## src/rtl/if_pkg.sv

```systemverilog
// Shared types and helpers for the I-cache refill path.
// Also used by fetch for set/tag extraction.
package if_pkg;

  localparam int B      = 8;
  localparam int BB     = 3;
  localparam int YB     = 3;
  localparam int SB     = 6;
  localparam int TB     = 64 - SB - BB - YB;
  localparam int LINE_W = 64 * B;

  localparam logic [7:0] ARLEN      = 8'(B - 1);
  localparam logic [2:0] ARSIZE_8B  = 3'd3;
  localparam logic [1:0] BURST_INCR = 2'b01;
  localparam logic [1:0] RESP_OKAY  = 2'b00;

  typedef enum logic [2:0] {
    IDLE,
    REQ,
    RECV,
    FILL,
    HOLD
  } state_e;

  // Clear the block and byte offsets of a fetch PC.
  function automatic logic [63:0] line_addr(
    input logic [63:0] a
  );
    return a & ~64'((1 << (BB + YB)) - 1);
  endfunction

  function automatic logic [SB-1:0] set_of(
    input logic [63:0] a
  );
    return SB'(a >> (BB + YB));
  endfunction

  function automatic logic [TB-1:0] tag_of(
    input logic [63:0] a
  );
    return TB'(a >> (SB + BB + YB));
  endfunction

endpackage

```

## src/rtl/if_line_buf.sv

```systemverilog
// Line assembly buffer: B words of 64 bits,
// indexed write, whole line visible at once.
module if_line_buf
  import if_pkg::*;
(
  input  logic              clk,
  input  logic              i_we,
  input  logic [BB-1:0]     i_idx,
  input  logic [63:0]       i_data,
  output logic [LINE_W-1:0] o_line
);

  logic [63:0] r_mem [B];

  // Store one beat; contents survive reset on purpose.
  always_ff @(posedge clk) begin
    if (i_we) begin
      r_mem[i_idx] <= i_data;
    end
  end

  for (genvar g = 0; g < B; g++) begin : g_rd
    assign o_line[64*g +: 64] = r_mem[g];
  end

endmodule

```

## src/rtl/if_refill.sv

```systemverilog
// I-cache miss handler: one AXI4 read burst per
// miss, line assembly, single-cycle fill write.
module if_refill
  import if_pkg::*;
(
  input  logic              clk,
  input  logic              reset,
  input  logic              IF_miss,
  input  logic [63:0]       IF_addr,
  input  logic              lru_way,
  output logic [63:0]       m_axi_araddr,
  output logic [7:0]        m_axi_arlen,
  output logic [2:0]        m_axi_arsize,
  output logic [1:0]        m_axi_arburst,
  output logic              m_axi_arvalid,
  input  logic              m_axi_arready,
  input  logic [63:0]       m_axi_rdata,
  input  logic [1:0]        m_axi_rresp,
  input  logic              m_axi_rlast,
  input  logic              m_axi_rvalid,
  output logic              m_axi_rready,
  output logic              fill_valid,
  output logic [SB-1:0]     fill_set,
  output logic              fill_way,
  output logic [TB-1:0]     fill_tag,
  output logic [LINE_W-1:0] fill_data,
  output logic              refill_busy,
  output logic              refill_err
);

  state_e        r_state;
  logic [63:0]   r_araddr;
  logic [SB-1:0] r_set;
  logic [TB-1:0] r_tag;
  logic          r_way;
  logic          r_arvalid;
  logic          r_rready;
  logic          r_busy;
  logic          r_fill_valid;
  logic          r_refill_err;
  logic          r_err;
  logic [BB-1:0] r_cnt;

  logic          r_bv;
  logic [BB-1:0] r_bidx;
  logic [63:0]   r_bdata;
  logic [1:0]    r_bresp;
  logic          r_blast;

  logic          w_rhs;
  logic          w_blast_exp;
  logic          w_bad;
  logic          w_err_nx;
  logic          w_last;

  assign w_rhs       = m_axi_rvalid & r_rready;
  assign w_blast_exp = (r_bidx == BB'(B - 1));
  assign w_bad       = r_bv
                     & ((r_bresp != RESP_OKAY)
                     | (r_blast != w_blast_exp));
  assign w_err_nx    = r_err | w_bad;
  assign w_last      = r_bv & w_blast_exp;

  // Register each accepted beat with its index,
  // so checks and the buffer write see a clean
  // copy one cycle after the handshake.
  always_ff @(posedge clk) begin
    if (reset) begin
      r_bv    <= 1'b0;
      r_bidx  <= '0;
      r_bresp <= '0;
      r_blast <= 1'b0;
    end else begin
      r_bv <= w_rhs;
      if (w_rhs) begin
        r_bidx  <= r_cnt;
        r_bresp <= m_axi_rresp;
        r_blast <= m_axi_rlast;
      end
    end
  end

  // Beat data is only meaningful while r_bv is set.
  always_ff @(posedge clk) begin
    if (w_rhs) begin
      r_bdata <= m_axi_rdata;
    end
  end

  // Refill sequencer with registered handshake
  // and fill strobes.
  always_ff @(posedge clk) begin
    if (reset) begin
      r_state      <= IDLE;
      r_araddr     <= '0;
      r_set        <= '0;
      r_tag        <= '0;
      r_way        <= 1'b0;
      r_arvalid    <= 1'b0;
      r_rready     <= 1'b0;
      r_busy       <= 1'b0;
      r_fill_valid <= 1'b0;
      r_refill_err <= 1'b0;
      r_err        <= 1'b0;
      r_cnt        <= '0;
    end else begin
      unique case (r_state)
        IDLE: begin
          if (IF_miss) begin
            r_araddr  <= line_addr(IF_addr);
            r_set     <= set_of(IF_addr);
            r_tag     <= tag_of(IF_addr);
            r_way     <= lru_way;
            r_arvalid <= 1'b1;
            r_busy    <= 1'b1;
            r_state   <= REQ;
          end
        end
        REQ: begin
          if (m_axi_arready) begin
            r_arvalid <= 1'b0;
            r_rready  <= 1'b1;
            r_state   <= RECV;
          end
        end
        RECV: begin
          if (w_rhs) begin
            r_cnt <= r_cnt + BB'(1);
            if (r_cnt == BB'(B - 1)) begin
              r_rready <= 1'b0;
            end
          end
          if (r_bv) begin
            r_err <= w_err_nx;
          end
          if (w_last) begin
            r_fill_valid <= ~w_err_nx;
            r_refill_err <= w_err_nx;
            r_state      <= FILL;
          end
        end
        FILL: begin
          r_fill_valid <= 1'b0;
          r_refill_err <= 1'b0;
          r_state      <= HOLD;
        end
        HOLD: begin
          r_err   <= 1'b0;
          r_cnt   <= '0;
          r_busy  <= 1'b0;
          r_state <= IDLE;
        end
        default: begin
          r_state <= IDLE;
        end
      endcase
    end
  end

  if_line_buf u_buf (
    .clk    (clk),
    .i_we   (r_bv),
    .i_idx  (r_bidx),
    .i_data (r_bdata),
    .o_line (fill_data)
  );

  assign m_axi_araddr  = r_araddr;
  assign m_axi_arlen   = ARLEN;
  assign m_axi_arsize  = ARSIZE_8B;
  assign m_axi_arburst = BURST_INCR;
  assign m_axi_arvalid = r_arvalid;
  assign m_axi_rready  = r_rready;
  assign fill_valid    = r_fill_valid;
  assign fill_set      = r_set;
  assign fill_way      = r_way;
  assign fill_tag      = r_tag;
  assign refill_busy   = r_busy;
  assign refill_err    = r_refill_err;

endmodule

```

## config.mk

```make
export PLATFORM = sky130hd
export DESIGN_NAME = if_refill
export DESIGN_NICKNAME = d
export VERILOG_FILES = /design/src/rtl/if_pkg.sv /design/src/rtl/if_line_buf.sv /design/src/rtl/if_refill.sv
export SDC_FILE = /design/constraint.sdc
export NUM_CORES = 1
export LEC_CHECK = 0
export ABC_AREA = 1
export BUFFER_PORTS_ARGS = -buffer_cell sky130_fd_sc_hd__buf_4
export CORE_AREA = 2 2 308 310
export CTS_CLUSTER_DIAMETER = 40
export DETAILED_ROUTE_END_ITERATION = 12
export DIE_AREA = 0 0 310 312
export PLACE_DENSITY = 0.41
export SLEW_MARGIN = 30
export SYNTH_ARGS = -nofsm -noshare
export SYNTH_HDL_FRONTEND = slang
export SYNTH_HIERARCHICAL = 1
export SYNTH_SLANG_ARGS = --single-unit
```

## constraint.sdc

```tcl
create_clock -name clk -period 4.8 [get_ports clk]
set_input_delay 0.24 -clock clk [delete_from_list [all_inputs] [get_ports clk]]
set_output_delay 0.24 -clock clk [all_outputs]
set_load 0.02 [all_outputs]
```

---- After elaboration in Yosys (flattened, before gate mapping) ----
Memory sizes are Yosys's and may differ from the RTL's.
Index checks and enable logic that the tools add are counted.
operators by class
  bitwise logic cells ..................... 6
  mux-type cells .......................... 22
  $add $sub $neg .......................... 1
  reduce and logical (&&, ||, !) cells .... 15
  equality and inequality tests ........... 13
operators with widths
  operator                                              number
  two-way mux 3 bit                                     4
  inequality test 2 bit (second input constant)         6
  one-hot mux 1 bit (2 select lines)                    6
  one-hot mux 3 bit (4 select lines)                    1
  nonzero test 2 bit                                    6
  two-way mux 1 bit                                     10
  AND reduction 2 bit                                   5
  equality test 3 bit (second input constant)           3
  equality test 3 x 2 -> 1 bit (second input constant)  2
  one-hot mux 3 bit (2 select lines)                    1
  AND reduction 3 bit                                   2
  AND reduction 4 bit                                   1
  adder 3 x 1 -> 3 bit (second input constant)          1
  AND 1 bit                                             3
  equality test 3 x 1 -> 1 bit (second input constant)  1
  logical NOT 3 bit                                     1
  OR 1 bit                                              2
  inequality test 1 bit                                 1
  NOT 1 bit                                             1
word-level totals
  memory bits (writable) .................. 512
  register bits after elaboration ......... 200
  input bits .............................. 137
  memories kept ........................... 1
  output and inout port bits .............. 653
  word-level logic and storage cells ...... 75
memories
  name         words  bits a word  rd ports  clocked after memory_dff  wr ports  RTL line           text
  u_buf.r_mem  8      64           8         0                         1         if_line_buf.sv:13  logic [63:0] r_mem [B];

---- Depth between registers and ports, before layout ----
  depth after elaboration ................. 8
  mapped depth ............................ 8
  gate-level depth less buffers ........... 8

---- Modules after synthesis ----
The synthesis kept the hierarchy.
by module, submodules not included
  module       cells an instance  sequential area each (sq um)  area each (sq um)  times used
  if_line_buf  529                15374.7                       15438.6            1
  if_refill    507                3483.3                        5491.5             1

---- Worst setup path before layout ----
No wires, ideal clock.
  kind .................................... register -> register
  start point ............................. register r_bidx[0]
  end point ............................... memory u_buf.r_mem[1][0], enable pin
  library setup time ...................... 487 ps
  required time ........................... 4313 ps
  arrival time ............................ 3187 ps
  buffers on the path ..................... 0
  slack ................................... 1126 ps
  clock period less this slack ............ 3674 ps
  stages on the path, launching flop included .. 3
  cell sequence ........................... dfxtp_1 nand2_1 nor2_1
RTL lines
  what                      RTL line           text
  start: declaration        if_refill.sv:45    logic [BB-1:0] r_bidx;
  start signal: assignment  if_refill.sv:76    r_bidx <= r_cnt;
  end: declaration          if_line_buf.sv:13
No word-level cell before the write port.

---- Worst setup path after layout ----
  start point ............................. register r_bidx[0]
  end point ............................... memory u_buf.r_mem[1][30], enable pin
No word-level cell before the write port.

==> run_results.csv <==
group,metric,value,unit
placed_design,post-dp-hpwl,49.2,mm
power_and_ir_drop,p_total,0.0145,W
logic_synthesis,synthCells,1036,
critical_path,worst_setup_path_end_kind,"flop",
power_and_ir_drop,p_leak,12.4,nW
sta,hold_viol_final,0,
outcome,status,"completed",
drt,vias,12600,
drt,drc,0,
layout,nets,2100,
sta,finClkSkew,0.0259,ns
layout,fillerInstances,9031,
sta,tightest_slew,0.923,ns
clock_network,hold_buffers,128,
logic_synthesis,ys.warnings.count,6,
power_and_ir_drop,p_per_area,447,nW/um^2
clock_network,root_buffer,"clkbuf_16",
placed_design,gp_congestion,0.784,
critical_path,worst-path-max-fanout,49,
drt,drtAntennaViolNets,0,
placed_design,port_buffers,764,
drt,drt-total-wl,71.3,mm
drt,wl_per_cell,21.6,um
clock_network,clk_latency,0.64,ns
critical_path,startpoint,"r_bidx[0]",
floorplanning,die_y,312,um
sta,rsz0062_at_grt,"no",
drt,firstDrtPassIters,4,
clock_network,clock-sinks,654,
floorplanning,initial_utilization,22.5,%
min_path,hold_path.class,"in2reg",
logic_synthesis,avgSynthCellArea,20.2,sq um
floorplanning,dieArea,96700,sq um
floorplanning,design.core.area,93000,sq um
clock_network,cts_tree,"yes",
layout,final_common_cell,"buf_4",
clock_network,cts.repair.resized,0,
power_and_ir_drop,swShare,24.2,%
power_and_ir_drop,power_frac_comb,7.2,%
critical_path,cp_data_required_time,5.05,ns
clock_network,clk_pin_slew,0.05,ns
clock_network,h-tree-depth,3,
clock_network,numCtsBuffers,95,
layout,syn_to_final_growth,54.7,%
critical_path,critPathKind,"reg2reg",
clock_network,cts_buffer_depth,3,
logic_synthesis,ys_seq_elements,654,
sta,max_freq,0.443,GHz
floorplanning,ios,790,
critical_path,cp_data_arrival_time,2.51,ns
job,cap_violations,0,
global_route,overflow,0,
logic_synthesis,ys_seq_area_share,90.1,%
sta,drv_slew,0,
critical_path,timing.rr.start,"r_bidx[0]",
floorplanning,rows,112,
power_and_ir_drop,p_switching,0.00350,W
sta,period_share,47.0,%
power_and_ir_drop,intPower,0.0110,W
drt,first_iter_violations,740,
sta,max-slew-margin-rel,38.5,%
floorplanning,die_w,310,um
global_route,antenna_found_initial,5,
global_route,grt_pass1_wl,96.2,mm
layout,drive_above_1_share,46.8,%
drt,viasPerCell,3.82,
power_and_ir_drop,vdd_drop_max,240,uV
global_route,grt_max_degree,77,
critical_path,crit_path_start_kind,"flop",
critical_path,r2r_slack,2.54,ns
logic_synthesis,synth.cell_area,20900,sq um
sta,period_needed,2.26,ns
global_route,first_global_vias,12900,
logic_synthesis,yosysUniqueCellTypes,26,
power_and_ir_drop,pwr-share-seq,45.4,%
clock_network,postCtsSetupRepairBufs,0,
power_and_ir_drop,clockPowerShare,47.4,%
min_path,worstHoldStart,"m_axi_rvalid",
sta,fin_setup_tns,0,ns
global_route,grtUsageTotal,14.0,%
sta,setup_viol,0,
layout,final_cell_mix,"buf_4, edfxtp_1, dlygate4sd3_1, clkbuf_16, dfxtp_1",
[routing by layer]
metal,GRT usage [%],vias up,part of all wire [%]
met5,0,-,0
met4,4.84,0,2.7
met3,5.09,111,9.4
met2,25.0,639,51
met1,15.2,6232,37
li1,-,5631,-
[logic make-up after synthesis]
| kind of cell | Yosys count | synth area share (%) |
|---|---|---|
| flops | 654 | 90.1 |
| buf+inv | 176 | 5.11 |
| compound gates | 143 | 3.43 |
| simple gates | 59 | 1.21 |
| fa+ha+maj | 2 | 0.120 |
| other cells | 2 | 0.0359 |
[layout make-up]
cell class | instances | area, sq um | area share (%)
multi-input combinational | 223 | 1130 | 3.51
clock inverter | 72 | 746 | 2.30
sequential | 654 | 18900 | 58.2
tap | 1254 | 1570 | 4.85
antenna | 4 | 10.0 | 0.0309
clock buffer | 106 | 2460 | 7.60
timing repair buffer | 909 | 7300 | 22.5
inverter | 78 | 299 | 0.924
[sequential cells by signal, indices dropped and copies added (netlist names)]
signal,flops
u_buf/r_mem,512
r_state,3
r_err,1
fill_set,5
fill_tag,52
r_blast,1
r_bv,1
fill_way,1
fill_valid,1
m_axi_rready,1
m_axi_arvalid,1
refill_busy,1
r_bdata,64
refill_err,1
m_axi_araddr,1
r_cnt,3
r_bidx,3
r_bresp,2
[power groups by stage]
stage	Clock, W	Sequential, W	Combinational [W]
after detailed placement	0	0.00669	0.000963
after floorplan	0	0.00675	0.000483
after CTS	0.00706	0.00658	0.00106
after global placement	0	0.00668	0.000961
after global routing	0.00730	0.00659	0.00111
final	0.00686	0.00657	0.00104
[path summary, 6_finish.rpt]
| kind | end | depth (start not counted) |
|---|---|---|
| max | u_buf/r_mem[1][30] | 3 |
| min | r_bv | 3 |
| max reg2reg | u_buf/r_mem[1][30] | 3 |
| min reg2reg | fill_way | 2 |
[through the flow]
step | area [sq um] | hold WS [ns] | setup slack [ns] | std cells | utilization (%)
after detailed placement | 27800 | 0.420 | 2.46 | 2989 | 29.9
after CTS | 32300 | 0.0266 | 2.46 | 3295 | 34.8
final | 32400 | 0.103 | 2.54 | 3300 | 34.8
after global routing | 32400 | 0.134 | 2.41 | 3299 | 34.8
after floorplan | 21000 | 0.339 | 1.13 | 1053 | -
after global placement | 27800 | 0.420 | 2.31 | 2986 | 29.8
[synth_stat cells]
library cell,instances,area share (%)
clkbuf_2,2,0.048
edfxtp_1,576,83
clkbuf_4,1,0.036
clkbuf_1,6,0.11
nand3_1,5,0.12
nand4_1,2,0.060
nand3_2,1,0.048
nand3b_1,1,0.036
inv_1,74,1.3
inv_2,3,0.054
nor2_4,1,0.054
ha_1,2,0.12
nor2_1,26,0.47
dfxtp_1,78,7.5
buf_6,5,0.27
nand2_1,22,0.39
clkbuf_8,4,0.26
o211ai_1,1,0.036
clkinv_2,1,0.024
o21ai_0,34,0.81
conb_1,2,0.036
buf_4,77,2.8
buf_8,3,0.22
nand2_2,1,0.030
a21oi_1,69,1.6
o21ai_1,39,0.93
[worst max-delay path, cell delays in order, from the launching register on]
cell and delay (ns):
dfxtp_1 0.40, nand2_1 0.26, nor2_4 0.72, buf_12 0.34
Note: power is estimated with default switching activity, not from simulation.
